<file path="src/rtl/tone_sequencer_if.sv">
// Host-side bus of the tone sequencer: melody-table write port, playback
// control and the tone-generator / status outputs.
interface tone_sequencer_if;
    logic        wr_en;
    logic [3:0]  wr_addr;
    logic [15:0] wr_data;
    logic        start;
    logic        stop;
    logic        loop;
    logic [19:0] half_period;
    logic        tone_en;
    logic        busy;
    logic [3:0]  cur_idx;
    logic        done;

    // Host / testbench side
    modport master (
        output wr_en, wr_addr, wr_data, start, stop, loop,
        input  half_period, tone_en, busy, cur_idx, done
    );

    // Sequencer side
    modport slave (
        input  wr_en, wr_addr, wr_data, start, stop, loop,
        output half_period, tone_en, busy, cur_idx, done
    );
endinterface

</file>
<file path="src/rtl/tone_sequencer.sv">
// Tone sequencer: plays a 16-entry melody table (note, octave shift, duration
// in ms) by driving a half-period value and enable to a square-wave tone
// generator, with an optional silent gap between notes and looping.
module tone_sequencer #(
    parameter int unsigned CLK_HZ   = 100000000,
    parameter int unsigned TICK_DIV = 100000,
    parameter int unsigned GAP_MS   = 10
) (
    input  logic             CLK100MHZ,
    input  logic             CPU_RESETN,
    tone_sequencer_if.slave  bus
);

    // Prescaler counts clock cycles inside one ms; ms counter counts ticks.
    // Together they cover 1023*TICK_DIV cycles (and GAP_MS*TICK_DIV) without wrap.
    localparam int unsigned PRE_W = (TICK_DIV > 1) ? $clog2(TICK_DIV) : 1;
    localparam int unsigned MS_W  = (GAP_MS > 1023) ? $clog2(GAP_MS + 1) : 10;

    localparam logic [PRE_W-1:0] PRE_LAST = PRE_W'(TICK_DIV - 1);
    localparam logic [MS_W-1:0]  GAP_LAST = MS_W'((GAP_MS > 0) ? (GAP_MS - 1) : 0);

    localparam logic [3:0] NOTE_END = 4'hF;

    // Equal-tempered half period relative to A4 = 440 Hz, rounded to nearest.
    function automatic logic [19:0] calc_hp(input int n);
        real r;
        r = real'(CLK_HZ) / (880.0 * (2.0 ** ((real'(n) - 10.0) / 12.0)));
        return 20'($rtoi(r + 0.5));
    endfunction

    localparam logic [19:0] HP_01 = calc_hp(1);
    localparam logic [19:0] HP_02 = calc_hp(2);
    localparam logic [19:0] HP_03 = calc_hp(3);
    localparam logic [19:0] HP_04 = calc_hp(4);
    localparam logic [19:0] HP_05 = calc_hp(5);
    localparam logic [19:0] HP_06 = calc_hp(6);
    localparam logic [19:0] HP_07 = calc_hp(7);
    localparam logic [19:0] HP_08 = calc_hp(8);
    localparam logic [19:0] HP_09 = calc_hp(9);
    localparam logic [19:0] HP_10 = calc_hp(10);
    localparam logic [19:0] HP_11 = calc_hp(11);
    localparam logic [19:0] HP_12 = calc_hp(12);

    // Base half period for a note code; rests and END map to 0 (never loaded).
    function automatic logic [19:0] note_base(input logic [3:0] note);
        logic [19:0] hp;
        case (note)
            4'd1:    hp = HP_01;
            4'd2:    hp = HP_02;
            4'd3:    hp = HP_03;
            4'd4:    hp = HP_04;
            4'd5:    hp = HP_05;
            4'd6:    hp = HP_06;
            4'd7:    hp = HP_07;
            4'd8:    hp = HP_08;
            4'd9:    hp = HP_09;
            4'd10:   hp = HP_10;
            4'd11:   hp = HP_11;
            4'd12:   hp = HP_12;
            default: hp = 20'd0;
        endcase
        return hp;
    endfunction

    // Each octave up halves the period; truncation is intended.
    function automatic logic [19:0] octave_shift(input logic [19:0] base,
                                                 input logic [1:0]  oct);
        return base >> oct;
    endfunction

    // Notes 1..12 sound; 0, 13, 14 are rests; 15 is END.
    function automatic logic is_tone(input logic [3:0] note);
        return (note >= 4'd1) && (note <= 4'd12);
    endfunction

    // Zero-length notes still play for one tick.
    function automatic logic [9:0] dur_last(input logic [9:0] dur);
        return (dur == 10'd0) ? 10'd0 : dur - 10'd1;
    endfunction

    typedef enum logic [2:0] {
        S_IDLE,
        S_FETCH,
        S_PLAY,
        S_GAP,
        S_DONE
    } state_t;

    state_t           r_state;
    logic [3:0]       r_idx;
    logic [19:0]      r_half;
    logic             r_tone_en;
    logic             r_busy;
    logic             r_done;
    logic [PRE_W-1:0] r_pre;
    logic [MS_W-1:0]  r_ms;
    logic [9:0]       r_dur_last;
    logic [15:0]      r_table [0:15];

    logic [15:0]      w_entry;
    logic [3:0]       w_note;
    logic [1:0]       w_oct;
    logic [9:0]       w_dur;
    logic             w_tick;
    logic             w_seq_end;

    assign w_entry   = r_table[r_idx];
    assign w_note    = w_entry[15:12];
    assign w_oct     = w_entry[11:10];
    assign w_dur     = w_entry[9:0];
    assign w_tick    = (r_pre == PRE_LAST);
    assign w_seq_end = (r_idx == 4'd15) && !bus.loop;

    // Melody table: synchronous writes accepted in every state, reset to END.
    always_ff @(posedge CLK100MHZ or negedge CPU_RESETN) begin
        if (!CPU_RESETN) begin
            for (int i = 0; i < 16; i++) begin
                r_table[i] <= {NOTE_END, 12'h000};
            end
        end else if (bus.wr_en) begin
            r_table[bus.wr_addr] <= bus.wr_data;
        end
    end

    // Playback FSM with registered outputs; stop overrides everything.
    always_ff @(posedge CLK100MHZ or negedge CPU_RESETN) begin
        if (!CPU_RESETN) begin
            r_state    <= S_IDLE;
            r_idx      <= 4'd0;
            r_half     <= 20'd0;
            r_tone_en  <= 1'b0;
            r_busy     <= 1'b0;
            r_done     <= 1'b0;
            r_pre      <= '0;
            r_ms       <= '0;
            r_dur_last <= 10'd0;
        end else begin
            r_done <= 1'b0;
            if (bus.stop && (r_state != S_IDLE)) begin
                r_state   <= S_IDLE;
                r_busy    <= 1'b0;
                r_tone_en <= 1'b0;
                r_pre     <= '0;
                r_ms      <= '0;
            end else begin
                case (r_state)
                    S_IDLE: begin
                        if (bus.start && !bus.stop) begin
                            r_idx   <= 4'd0;
                            r_state <= S_FETCH;
                            r_busy  <= 1'b1;
                        end
                    end

                    S_FETCH: begin
                        if (w_note == NOTE_END) begin
                            // Looping restarts from entry 0, but an END at
                            // entry 0 would spin forever, so finish instead.
                            if (bus.loop && (r_idx != 4'd0)) begin
                                r_idx <= 4'd0;
                            end else begin
                                r_state <= S_DONE;
                                r_done  <= 1'b1;
                            end
                        end else begin
                            r_dur_last <= dur_last(w_dur);
                            r_pre      <= '0;
                            r_ms       <= '0;
                            r_state    <= S_PLAY;
                            // Rests leave the previous half period in place.
                            if (is_tone(w_note)) begin
                                r_half    <= octave_shift(note_base(w_note), w_oct);
                                r_tone_en <= 1'b1;
                            end
                        end
                    end

                    S_PLAY: begin
                        if (w_tick) begin
                            r_pre <= '0;
                            if (r_ms == MS_W'(r_dur_last)) begin
                                r_ms      <= '0;
                                r_tone_en <= 1'b0;
                                if (GAP_MS > 0) begin
                                    r_state <= S_GAP;
                                end else if (w_seq_end) begin
                                    r_state <= S_DONE;
                                    r_done  <= 1'b1;
                                end else begin
                                    r_idx   <= r_idx + 4'd1;
                                    r_state <= S_FETCH;
                                end
                            end else begin
                                r_ms <= r_ms + 1'b1;
                            end
                        end else begin
                            r_pre <= r_pre + 1'b1;
                        end
                    end

                    S_GAP: begin
                        if (w_tick) begin
                            r_pre <= '0;
                            if (r_ms == GAP_LAST) begin
                                r_ms <= '0;
                                // Index 15 wraps to 0 naturally when looping.
                                if (w_seq_end) begin
                                    r_state <= S_DONE;
                                    r_done  <= 1'b1;
                                end else begin
                                    r_idx   <= r_idx + 4'd1;
                                    r_state <= S_FETCH;
                                end
                            end else begin
                                r_ms <= r_ms + 1'b1;
                            end
                        end else begin
                            r_pre <= r_pre + 1'b1;
                        end
                    end

                    S_DONE: begin
                        r_state <= S_IDLE;
                        r_busy  <= 1'b0;
                    end

                    default: begin
                        r_state   <= S_IDLE;
                        r_busy    <= 1'b0;
                        r_tone_en <= 1'b0;
                    end
                endcase
            end
        end
    end

    assign bus.half_period = r_half;
    assign bus.tone_en     = r_tone_en;
    assign bus.busy        = r_busy;
    assign bus.cur_idx     = r_idx;
    assign bus.done        = r_done;

endmodule

</file>
<file path="src/flat_wrapper.sv">
// flat-port wrapper written by rule: the top's interface ports become plain ports
module tone_sequencer_flat 
#(
    parameter int unsigned CLK_HZ   = 100000000,
    parameter int unsigned TICK_DIV = 100000,
    parameter int unsigned GAP_MS   = 10
)
  (CLK100MHZ, CPU_RESETN, bus_wr_en, bus_wr_addr, bus_wr_data, bus_start, bus_stop, bus_loop, bus_half_period, bus_tone_en, bus_busy, bus_cur_idx, bus_done);
  tone_sequencer_if bus_i ();
  input  logic CLK100MHZ;
  input  logic CPU_RESETN;
  input wire logic [$bits(bus_i.wr_en)-1:0] bus_wr_en;
  input wire logic [$bits(bus_i.wr_addr)-1:0] bus_wr_addr;
  input wire logic [$bits(bus_i.wr_data)-1:0] bus_wr_data;
  input wire logic [$bits(bus_i.start)-1:0] bus_start;
  input wire logic [$bits(bus_i.stop)-1:0] bus_stop;
  input wire logic [$bits(bus_i.loop)-1:0] bus_loop;
  output wire logic [$bits(bus_i.half_period)-1:0] bus_half_period;
  output wire logic [$bits(bus_i.tone_en)-1:0] bus_tone_en;
  output wire logic [$bits(bus_i.busy)-1:0] bus_busy;
  output wire logic [$bits(bus_i.cur_idx)-1:0] bus_cur_idx;
  output wire logic [$bits(bus_i.done)-1:0] bus_done;
  assign bus_i.wr_en = bus_wr_en;
  assign bus_i.wr_addr = bus_wr_addr;
  assign bus_i.wr_data = bus_wr_data;
  assign bus_i.start = bus_start;
  assign bus_i.stop = bus_stop;
  assign bus_i.loop = bus_loop;
  assign bus_half_period = bus_i.half_period;
  assign bus_tone_en = bus_i.tone_en;
  assign bus_busy = bus_i.busy;
  assign bus_cur_idx = bus_i.cur_idx;
  assign bus_done = bus_i.done;
  tone_sequencer #(.CLK_HZ(CLK_HZ), .TICK_DIV(TICK_DIV), .GAP_MS(GAP_MS)) u_core (.CLK100MHZ(CLK100MHZ), .CPU_RESETN(CPU_RESETN), .bus(bus_i));
endmodule
</file>
<file path="config.mk">
export PLATFORM = sky130hd
export DESIGN_NAME = tone_sequencer_flat
export DESIGN_NICKNAME = d
export VERILOG_FILES = /design/src/rtl/tone_sequencer_if.sv /design/src/rtl/tone_sequencer.sv /design/src/flat_wrapper.sv
export SDC_FILE = /design/constraint.sdc
export NUM_CORES = 1
export LEC_CHECK = 0
export BUFFER_PORTS_ARGS = -buffer_cell sky130_fd_sc_hd__buf_4
export CAP_MARGIN = 20
export CELL_PAD_IN_SITES_DETAIL_PLACEMENT = 1
export CELL_PAD_IN_SITES_GLOBAL_PLACEMENT = 1
export CORE_AREA = 4 4 174 193
export DETAILED_ROUTE_END_ITERATION = 8
export DIE_AREA = 0 0 178 197
export GPL_TIMING_DRIVEN = 0
export HOLD_SLACK_MARGIN = 0.06
export PLACE_DENSITY_LB_ADDON = 0.3
export SKIP_LAST_GASP = 1
export SYNTH_ARGS = -nofsm -noshare
export SYNTH_HDL_FRONTEND = slang
export SYNTH_SLANG_ARGS = --single-unit
</file>
<file path="constraint.sdc">
create_clock -name CLK100MHZ -period 3.7 [get_ports CLK100MHZ]
set_input_delay 0 -clock CLK100MHZ [delete_from_list [all_inputs] [get_ports CLK100MHZ]]
set_output_delay 0 -clock CLK100MHZ [all_outputs]
set_load 0.01 [all_outputs]
</file>
# [Word-level counts from Yosys, hierarchy flattened]
# Memories as Yosys holds them, arrays and structs flattened.
# Index checks and enable logic that the tools add are counted.
# Widths: inputs -> output; s select.
[op_classes] addsub=4 reduce_logical=26 mux=55 eq_ne=25 shift=1 order_cmp=5 n_bitwise=4
[op_table] cell="$bwmux 256" n=1
[op_table] cell="$mux 20" n=4
[op_table] cell="$mux 10" n=7
[op_table] cell="$bmux 16 s4" n=1
[op_table] cell="$demux 16 s4" n=1
[op_table] cell="$mux 17" n=3
[op_table] cell="$mux 16" n=3
[op_table] cell="$pmux 17 s2" n=1
[op_table] cell="$pmux 10 s3" n=1
[op_table] cell="$mux 3" n=9
[op_table] cell="$mux 4" n=6
[op_table] cell="$shr 20x2->20" n=1
[op_table] cell="$ne 3x1->1 const B" n=6
[op_table] cell="$add 17x1->17 const B" n=1
[op_table] cell="$eq 17x17->1 const B" n=1
[op_table] cell="$ne 2x1->1 const B" n=7
[op_table] cell="$mux 1" n=13
[op_table] cell="$pmux 3 s4" n=1
[op_table] cell="$pmux 4 s3" n=1
[op_table] cell="$add 10x1->10 const B" n=1
[op_table] cell="$eq 10x10->1" n=1
[op_table] cell="$eq 10x4->1 const B" n=1
[op_table] cell="$ge 5x5->1 const B" n=2
[op_table] cell="$logic_not 10->1" n=1
[op_table] cell="29 further kinds" n=46
[word_totals] regBits=323 romBits=288 memories=1 elab_cells=146
[mem_list] name="(name not given)" depth=16 word_bits=18 read_ports=1 rd_ports_with_merged_regs=0 wr=0 line_no="tone_sequencer.sv:47" text="case (note)"

# [Depth between registers and ports, before layout]
# Gate-level depths: netlist of the first run.
[depth] word_depth=11 ltp_mapped=16 depth_no_buf=12

# [Least setup slack after synthesis of the first run]
# No wires, ideal clock.
[synth_path] kind="flip-flop to flip-flop" startpoint="reg u_core.r_idx[1] (netlist: u_core.bus.cur_idx[1])" endpoint="reg u_core.r_half[10] (netlist: u_core.bus.half_period[10])" required_ns=3.574 path_buffers=6 t_arrival_ns=3.371 slack_ns=0.203 setup_ns=0.126 stages_incl_launch_ff=14 synth_period_minus_slack_ns=3.497 path_cell_list="dfrtp_1 -> buf_2 -> buf_2 -> buf_2 -> buf_2 -> mux4_2 -> a22oi_2 -> nand3_2 -> ha_1 -> clkbuf_1 -> o21ai_0 -> nand4_1 -> clkbuf_1 -> a221o_1"
[synth_via] elab_chain_cells=10 word_cells_on_any_way=16 classes_between="2 x order compare; 1 x eq/ne; 1 x shift; 7 x mux; 2 x bitwise; 2 x reduce/logical; 1 x memory"
[synth_lines] item="from (decl)" line_no="tone_sequencer.sv:90" text="logic [3:0] r_idx;"
[synth_lines] item="from (signal assigned)" line_no="tone_sequencer.sv:190" text="r_idx <= r_idx + 4'd1;"
[synth_lines] item="from (signal assigned)" line_no="tone_sequencer.sv:211" text="r_idx <= r_idx + 4'd1;"
[synth_lines] item="$not 4->5 (implied by the code) (*)" line_no="tone_sequencer.sv:107" text="assign w_entry = r_table[r_idx];"
[synth_lines] item="$bmux 16 s4 (*)" line_no="tone_sequencer.sv:107"
[synth_lines] item="$mux 16 (implied by the code) (*) (2 in series)" line_no="tone_sequencer.sv:107"
[synth_lines] item="$mem_v2 16x18"
[synth_lines] item="$mux 20" line_no="tone_sequencer.sv:171" text="if (is_tone(w_note)) begin"
[synth_lines] item="$mux 20" line_no="tone_sequencer.sv:156" text="if (w_note == NOTE_END) begin"
[synth_lines] item="$mux 20" line_no="tone_sequencer.sv:146" text="case (r_state)"
[synth_lines] item="$mux 20" line_no="tone_sequencer.sv:139" text="if (bus.stop && (r_state != S_IDLE)) begin"
[synth_lines] item="$shr 20x2->20" line_no="tone_sequencer.sv:68" text="return base >> oct;"
[synth_lines] item="to (signal assigned)" line_no="tone_sequencer.sv:172" text="r_half <= octave_shift(note_base(w_note), w_oct);"
[synth_lines] item="to (decl)" line_no="tone_sequencer.sv:91" text="logic [19:0] r_half;"
# Every way passes the cells marked *; elsewhere a longest branch is shown, timed or not. The select of a mux whose other input is x is not followed.
# A chain may end at the register's enable or synchronous reset.

# [Worst setup path in the final report of the first run]
[layout_path] startpoint="reg u_core.r_idx[0] (netlist: u_core.bus.cur_idx[0])" endpoint="reg u_core.r_half[6] (netlist: u_core.bus.half_period[6])"
# Same word-level chain as after synthesis.

==> out/metrics.csv, run 1 <==
metric;value;unit
outcome;complete, no violations;
total gr overflow;0;
GRT Overall Usage;27.5;%
unrepaired setup endpoints after global routing;no;
remaining routing DRC violations;0;
Yosys cell types;82;
Cells after Synth;1233;
leading area contributor after synthesis;dfrtp_1;
Seq. cell area;8120;µm²
Iter 0 DRT Violations;699;
cell area after synthesis;16300;µm²
Clk Latency, worst-skew pair;530;ps
register area share after synthesis;49.9;%
post-route setup TNS;0;ps
final slew viol count;0;
Die Ht;197;µm
Area contributors post-synth;dfrtp_1 40%, mux2_2 18%, dfstp_2 10%;
number of synthesized flops with an enable pin;0;
met1 Use GR;34.5;%
area grow syn2layout;15.8;%
vias in the first global route;12300;
flops & latches, synth;321;
Final ANT Viol Nets;0;
GPL Wtd Cong;0.868;
CP max FO;10;
first-pass GRT wire length;74.1;mm
IO Pins;53;
clock buffer count from CTS;35;
die span in x;178;µm
Hold Crit Class;input port to asynchronous set/reset pin;
skew final;19.5;ps
Ant. Diodes;0;
Async SR Flop Fraction;100;%
Most Crowded Layer GR;met2;
kind of critical path;flip-flop to flip-flop;
Post-Route WL;47.4;mm
WL/cell;26.3;µm
YS warnings;0;
post-DP HPWL;29.6;mm
Root Buffer;clkbuf_16;
Mean Syn Cell Area;13.2;µm²
worst slew pin tran;1220;ps
Final min period;3550;ps
crit path launch type;flip-flop;
via/cell ratio;6.15;
Tcrit/Tclk final;95.9;%
arrival time worst endpoint;3950;ps
Filler Cells Inserted;3049;
post-synth top area share;39.6;%
pin count of the biggest net entering global routing;113;
Rows;68;
area of the multi-input gates;7700;µm²
headroom to the max-slew limit;18.9;%
Final nets;1406;
Reg clk slew, reported paths;60;ps
starting density of the core;51.8;%
Post-synth top cells;264 x mux2_2, 257 x dfrtp_1, 64 x dfstp_2;
routed via count;11100;
maximum VDD drop;0.000382;V
DR pass1 iterations;5;
routing usage on met2;47.9;%
Final Hold Fails;0;
Primary FF master, synth;dfrtp_1;
Port Buf Inserts;50;
Max-cap violations;0;
Clock Sinks;321;
initial antenna violation count;0;
final setup vio count;0;
share of cells above drive strength 1;41.1;%
Setup WS pre-CTS;-1090;ps
crit end category;flip-flop;
post-layout worst setup margin;153;ps
leak pwr;7.84;nW
Critical Path RT;4100;ps
Max Freq;0.282;GHz
met3 Track Usage GR;4.57;%
core box area;31400;µm²
cell area power density;676;nW/µm²
H-Tree Depth;2;
CTS tree;done;
area of the die;35100;µm²
top-count cell post-synth;mux2_2;
CTS Buffer Depth;3;
reg-to-reg slack, setup;150;ps
## final timing paths
path | from | end | depth (start not counted)
setup / recovery | u_core.bus.cur_idx[0]$_DFFE_PN0P_ | u_core.bus.half_period[6]$_DFFE_PN0P_ | 16
hold / removal | CPU_RESETN | u_core.r_ms[3]$_DFFE_PN0P_ | 2
setup reg to reg | u_core.bus.cur_idx[0]$_DFFE_PN0P_ | u_core.bus.half_period[6]$_DFFE_PN0P_ | 16
hold reg to reg | u_core.bus.half_period[16]$_DFFE_PN0P_ | u_core.bus.half_period[16]$_DFFE_PN0P_ | 2
max in group asynchronous | CPU_RESETN | u_core.r_table[74]$_DFFE_PN0P_ | 4
min in group CLK100MHZ | bus_wr_addr[1] | u_core.r_table[128]$_DFFE_PN0P_ | 4
## power breakdown
part / switching [mW] / leakage (nW) / total (mW) / internal, mW
Sequential: 0.524 / 3.88 / 4.98 / 4.46
Combinational: 2.25 / 3.41 / 4.31 / 2.06
Clock: 1.47 / 0.550 / 3.44 / 1.97
## metrics by stage
step | cell area [µm²] | utilization [%] | power (mW) | hold slack [ps] | cells
5_1_grt | 18800 | 60.0 | 13.4 | 142 | 1807
2_1_floorplan | 16300 | - | 7.73 | -296 | 1234
3_3_place_gp | 17200 | 54.7 | 8.77 | 287 | 1704
4_1_cts | 18700 | 59.6 | 12.7 | 113 | 1798
3_5_place_dp | 17200 | 54.9 | 9.01 | 93.8 | 1707
6_report | 18800 | 60.0 | 12.7 | 129 | 1807
## critical path, cell delays in order (launching register included)
cell	delay (ps)
dfrtp_2	380
buf_8	150
buf_12	160
buf_12	140
buf_12	100
mux4_2	520
a22oi_2	250
nand3_4	170
clkinv_4	120
ha_1	190
inv_2	80
ha_1	300
mux2i_1	130
nand2_1	90
a32oi_2	280
nor3b_1	90
a221o_1	260
## placed cells by master (no fill, tap or decap), types with 5 or more instances in the layout
cell and instances:
nor2_1 50, clkbuf_8 8, inv_1 18, dfstp_2 64, xor2_1 19, dlygate4sd3_1 21
a22o_1 6, mux4_1 14, or3_1 6, o211ai_1 5, o21ai_0 34, a22oi_1 8
o21ai_2 10, dfrtp_1 255, a21oi_1 28, nand4_1 11, o31ai_1 8, buf_6 6
mux2_2 264, mux2i_1 22, and2_1 5, nor3b_1 6, mux4_2 54, o21ai_1 6
nand2b_1 13, a211oi_1 7, xnor2_1 6, clkbuf_1 66, and3_1 14, a221o_1 6
clkbuf_16 36, buf_4 71, nor3_1 15, nand2_1 61, nand3_1 23, ha_1 17
clkinv_2 7, buf_8 5
## routing by layer
metal | vias up | wire length [µm]
li1 | 4831 | -
met5 | - | 0
met4 | 0 | 1920
met2 | 308 | 24500
met3 | 111 | 2180
met1 | 5863 | 18900
## repair_timing
| action | 4_1_cts | 5_1_grt |
|---|---|---|
| setup endpoints to repair | 64 | 38 |
| gates resized for setup | 39 | 14 |
| endpoints found under the hold margin | 203 | 0 |
| pin swaps | 5 | 3 |
| setup buffers | 7 | 10 |
| hold buffers | 21 | 0 |
## cell type report
cell class                 instances  share of cell area [%]
sequential                       321                    43.1
multi-input combinational        804                    40.9
clock buffer                      56                    5.61
timing repair buffer              91                    4.16
tap                              420                    2.79
buffer                            85                    2.70
inverter                          22                   0.472
clock inverter                     8                   0.292
## cells by family (layout without fill, tap and decap cells)
logic type	after synthesis	after routing	synth area share, %
other cells	1	2	0.0231
xor+xnor	25	25	1.35
fa+ha+maj	20	20	1.54
buf+inv	109	262	3.16
simple gates	241	241	7.73
mux	354	354	29.4
compound gates	162	162	6.92
flops	321	321	49.9
## registers in the layout, summed over array words and instances, names as in the netlist
name	cells
u_core.r_table	256
u_core.bus.half_period	18
u_core.r_ms	10
u_core.r_dur_last	10
u_core.bus.cur_idx	4
u_core.r_state	3
u_core.r_pre	17
u_core.bus.done	1
u_core.bus.tone_en	1
u_core.bus.busy	1
Note: power is estimated with default switching activity, not from simulation.
==> run 2, diff against run 1 <==
--- a/config.mk
+++ b/config.mk
@@ -15,6 +15,8 @@
 export GPL_TIMING_DRIVEN = 0
 export HOLD_SLACK_MARGIN = 0.06
 export PLACE_DENSITY_LB_ADDON = 0.3
+export RECOVER_POWER = 50
+export SKIP_CTS_REPAIR_TIMING = 1
 export SKIP_LAST_GASP = 1
 export SYNTH_ARGS = -nofsm -noshare
 export SYNTH_HDL_FRONTEND = slang
==> out/metrics.csv, run 2 (synthesis gave the netlist of run 1 again) <==
metric;value;unit;change
crit path launch type;flip-flop;;
total power;12.8;mW;+0.37%
max reg flops;256;;unchanged
Rows;68;;unchanged
Max-cap violations;1;;+1
Post-Route WL;48.6;mm;+2.5%
Final min period;3690;ps;+141 ps
arrival time worst endpoint;4090;ps;+140 ps
DP Cell Count;1707;;unchanged
skew final;25.6;ps;+6.15 ps
final slew viol count;103;;+103
first-pass GRT wire length;72.8;mm;-1.7%
share of cells above drive strength 1;39.9;%;-1.2 points
initial antenna violation count;0;;unchanged
via/cell ratio;6.19;;+0.73%
DR pass1 iterations;5;;unchanged
Final Hold Fails;0;;unchanged
cell area power density;678;nW/µm²;+0.29%
IO Pins;53;;unchanged
Root Buffer;clkbuf_16;;
Biggest register;u_core.r_table;;
hold slack;122;ps;-7.07 ps
post-route setup TNS;0;ps;unchanged
WL/cell;26.7;µm;+1.6%
Die Ht;197;µm;unchanged
routed via count;11300;;+1.6%
placed inst area;17200;µm²;unchanged
failing checks;capacitance limit, slew limit;;
Max Freq;0.271;GHz;-3.8%
CP max FO;9;;-1
H-Tree Depth;2;;unchanged
Port Buf Inserts;50;;unchanged
Iter 0 DRT Violations;806;;+15%
leak pwr;7.81;nW;-0.40%
crit end category;flip-flop;;
Ant. Diodes;0;;unchanged
remaining routing DRC violations;0;;unchanged
GPL Wtd Cong;0.868;;unchanged
Critical Path RT;4100;ps;about the same
Clk Latency, worst-skew pair;540;ps;about the same
unrepaired setup endpoints after global routing;yes;;
final setup vio count;0;;unchanged
maximum VDD drop;0.000322;V;-16%
kind of critical path;flip-flop to flip-flop;;
GRT Overall Usage;27.0;%;-0.50 points
post-DP HPWL;29.6;mm;unchanged
area grow syn2layout;15.9;%;about the same
starting density of the core;51.8;%;unchanged
final instance area;18800;µm²;about the same
vias in the first global route;12100;;-1.4%
Hold Crit Class;input port to flip-flop;;
core box area;31400;µm²;unchanged
Tcrit/Tclk final;99.7;%;+3.8 points
most frequent cells in the layout;261 x mux2_2, 255 x dfrtp_1, 91 x clkbuf_1;;
clock buffer count from CTS;35;;unchanged
CTS Buffer Depth;3;;unchanged
CTS tree;done;;
Reg clk slew, reported paths;70;ps;about the same
Clock Sinks;321;;unchanged
die span in x;178;µm;unchanged
worst slew pin tran;2670;ps;+1450 ps
Final ANT Viol Nets;0;;unchanged
pin count of the biggest net entering global routing;113;;unchanged
Final nets;1421;;+1.1%
headroom to the max-slew limit;-77.9;%;-97 points
area of the die;35100;µm²;unchanged
commonest non-fill, non-tap cell in the layout;mux2_2;;
non-filler cells, final;1822;;+0.83%
outcome;finished, violations left;;
total gr overflow;0;;unchanged
[run 2: worst paths after layout]
kind,from,endpoint,slack (ps),cells after the start
worst max-delay path,u_core.bus.cur_idx[0]$_DFFE_PN0P_,u_core.bus.half_period[6]$_DFFE_PN0P_,10,16
worst min-delay path,bus_wr_addr[1],u_core.r_table[128]$_DFFE_PN0P_,120,4
worst max register to register,u_core.bus.cur_idx[0]$_DFFE_PN0P_,u_core.bus.half_period[6]$_DFFE_PN0P_,10,16
worst min register to register,u_core.bus.half_period[16]$_DFFE_PN0P_,u_core.bus.half_period[16]$_DFFE_PN0P_,480,2
max in group asynchronous,CPU_RESETN,u_core.r_table[78]$_DFFE_PN1P_,810,4
min in group asynchronous,CPU_RESETN,u_core.r_ms[3]$_DFFE_PN0P_,850,2
[run 2: critical path, cell delays in order (launching register included)]
cell        delay (ps)
dfrtp_2            400
buf_8              150
buf_12             130
buf_12             130
buf_12             110
mux4_2             550
a22oi_2            280
nand3_4            210
clkinvlp_4         160
ha_1               190
inv_2               80
ha_1               300
mux2i_1            130
nand2_1             90
a32oi_2            290
nor3b_1             90
a221o_1            260
[run 2: stage by stage]
| step | utilization (%) | worst slack (ps) |
|---|---|---|
| finish | 60.0 | 11.8 |
| global placement | 54.7 | -1060 |
| detailed placement | 54.9 | -1090 |
| global route | 60.0 | -114 |
| floorplan | - | 203 |
| CTS | 58.4 | -1240 |
[run 2: layout make-up]
class                   count  area (µm²)
clock buffers              56        1060
plain buffers              85         505
clock inverters             8        55.1
fillers                  3062       12500
flip-flops and latches    321        8120
multi-input cells         804        7710
inverters                  22        90.1
well taps                 420         526
repair buffers            106         793
[run 2: power breakdown]
part | internal [mW] | total, mW | switching, mW
Sequential | 4.46 | 5.00 | 0.537
Clock | 1.97 | 3.44 | 1.48
Combinational | 2.04 | 4.34 | 2.30
Total | 8.47 | 12.8 | 4.31
[run 2: per-layer routing]
| layer | vias to the layer above | track usage, % | routed length, µm |
|---|---|---|---|
| met5 | - | 0 | 0 |
| met4 | 0 | 10.7 | 2110 |
| met3 | 120 | 4.78 | 2250 |
| met2 | 336 | 46.8 | 25200 |
| met1 | 5956 | 33.7 | 19000 |
| li1 | 4875 | - | - |
==> run 3, diff against run 2 <==
--- a/config.mk
+++ b/config.mk
@@ -14,7 +14,7 @@
 export DIE_AREA = 0 0 178 197
 export GPL_TIMING_DRIVEN = 0
 export HOLD_SLACK_MARGIN = 0.06
-export PLACE_DENSITY_LB_ADDON = 0.3
+export PLACE_DENSITY_LB_ADDON = 0.1
 export RECOVER_POWER = 50
 export SKIP_CTS_REPAIR_TIMING = 1
 export SKIP_LAST_GASP = 1
==> out/metrics.csv, run 3 (synthesis gave the netlist of run 1 again) <==
metric;value;unit;change
outcome;finished, violations left;;
failing checks;capacitance limit, slew limit;;
headroom to the max-slew limit;-47.2;%;+31 points
final slew viol count;81;;-21%
total power;13.0;mW;+1.5%
WL/cell;24.8;µm;-6.9%
worst slew pin tran;2210;ps;-460 ps
unrepaired setup endpoints after global routing;yes;;
area of the die;35100;µm²;unchanged
Clk Latency, worst-skew pair;550;ps;about the same
clock buffer count from CTS;37;;+5.7%
Max-cap violations;1;;unchanged
Critical Path RT;4110;ps;about the same
GRT Overall Usage;25.8;%;-1.2 points
core box area;31400;µm²;unchanged
routed via count;10900;;-3.9%
Final min period;3610;ps;-77.6 ps
Net Sw Power;4.17;mW;-3.2%
Final Hold Fails;0;;unchanged
final setup vio count;0;;unchanged
area grow syn2layout;17.0;%;
remaining routing DRC violations;0;;unchanged
Biggest register;u_core.r_table;;
internal power;8.80;mW;+3.9%
leak pwr;7.88;nW;+0.88%
most frequent cells in the layout;261 x mux2_2, 257 x dfrtp_1, 92 x clkbuf_1;;
arrival time worst endpoint;4020;ps;-70 ps
Reg clk slew, reported paths;60;ps;about the same
power share of the combinational group;32.6;%;-1.4 points
initial antenna violation count;0;;unchanged
max reg flops;256;;unchanged
CP max FO;8;;-1
Clock Sinks;321;;unchanged
pin count of the biggest net entering global routing;122;;+8.0%
commonest non-fill, non-tap cell in the layout;mux2_2;;
Rows;68;;unchanged
Final ANT Viol Nets;0;;unchanged
post-DP HPWL;29.4;mm;-0.48%
max layer used;met4;;
crit path launch type;flip-flop;;
starting density of the core;51.8;%;unchanged
wire length on met3;1.77;mm;-22%
total gr overflow;0;;unchanged
share of power burned in registers;38.0;%;-1.1 points
share of cells above drive strength 1;39.7;%;-0.21 points
CTS tree;done;;
hold slack;28.3;ps;-94.0 ps
maximum VDD drop;0.000423;V;+31%
DRT met1 WL;18.8;mm;-1.2%
fin util;60.6;%;+0.53 points
first-pass GRT wire length;70.0;mm;-3.8%
kind of critical path;flip-flop to flip-flop;;
cell area power density;682;nW/µm²;+0.64%
Ant. Diodes;0;;unchanged
Port Buf Inserts;50;;unchanged
CTS Buffer Depth;3;;unchanged
IO Pins;53;;unchanged
DR pass1 iterations;4;;-1
skew final;27.3;ps;+1.69 ps
Tcrit/Tclk final;97.6;%;-2.1 points
H-Tree Depth;2;;unchanged
Max Freq;0.277;GHz;+2.1%
clock share of power;29.4;%;+2.5 points
metal2 WL;23.3;mm;-7.6%
Post-Route WL;45.3;mm;-6.9%
Final nets;1419;;-0.14%
switch share;32.2;%;-1.6 points
vias in the first global route;11800;;-2.4%
crit end category;flip-flop;;
die span in x;178;µm;unchanged
Root Buffer;clkbuf_16;;
Iter 0 DRT Violations;571;;-29%
Hold Crit Class;input port to flip-flop;;
Die Ht;197;µm;unchanged
via/cell ratio;5.96;;-3.9%
GPL Wtd Cong;0.895;;+3.1%
==> run 3: cell count changes in the layout (fill, tap and decap cells not counted), sizes merged <==
cell | previous run | this run
clkbuf | 141 | 146
bufinv | 0 | 3
clkinvlp | 2 | 3
buf | 85 | 79
clkinv | 8 | 6
dlygate4sd3 | 21 | 20
==> run 3: path summary, 6_finish.rpt <==
kind                            slack, ps  cells after the start                                     end                                    from
min in group asynchronous             670                      2              u_core.r_ms[4]$_DFFE_PN0P_                              CPU_RESETN
worst min-delay path                   30                      4             u_core.r_pre[4]$_DFFE_PN0P_                                bus_stop
max in group asynchronous            1560                      3          u_core.r_table[11]$_DFFE_PN0P_                              CPU_RESETN
worst max register to register         90                     16   u_core.bus.half_period[6]$_DFFE_PN0P_       u_core.bus.cur_idx[0]$_DFFE_PN0P_
worst max-delay path                   90                     16   u_core.bus.half_period[6]$_DFFE_PN0P_       u_core.bus.cur_idx[0]$_DFFE_PN0P_
worst min register to register        480                      2  u_core.bus.half_period[14]$_DFFE_PN0P_  u_core.bus.half_period[14]$_DFFE_PN0P_
==> run 3: through the flow <==
step	setup WS, ps	std cells	area (µm²)	setup TNS (ps)
final	89.4	1822	19000	0
after global routing	-82.3	1822	19000	-544
after CTS	-1130	1776	18500	-46880
after detailed placement	-1100	1708	17200	-44790
after global placement	-1050	1704	17200	-116690
after floorplan	203	1234	16300	0
==> run 3: power groups by stage <==
stage | sequential (mW) | combinational [mW] | clock, mW
floorplan | 4.84 | 2.89 | 0
global placement | 4.90 | 3.90 | 0
detailed placement | 4.96 | 4.02 | 0
CTS | 4.92 | 4.06 | 3.87
global route | 5.02 | 4.62 | 4.02
finish | 4.93 | 4.23 | 3.81
==> run 3: cell type report <==
class	count	area [µm²]
repair buffers	101	752
well taps	420	526
clock inverters	10	154
multi-input cells	804	7710
flip-flops and latches	321	8110
clock buffers	58	1130
inverters	22	90.1
plain buffers	86	544
fillers	3046	12400
==> run 3: worst max-delay path, stage by stage, from the launching register on <==
cell and delay [ps]:
dfrtp_1 390, buf_6 150, buf_12 120, buf_16 130, buf_16 110, mux4_2 530
a22oi_2 250, nand3_4 180, clkinvlp_4 140, ha_2 190, inv_2 70, ha_1 290
mux2i_1 130, nand2_1 110, a32oi_2 340, nor3b_2 80, a221o_1 260
==> run 3: routing by layer <==
layer	vias to the layer above	track usage, %
met5	-	0
met4	0	7.94
met3	88	3.89
met2	207	45.4
met1	5682	33.1
li1	4874	-
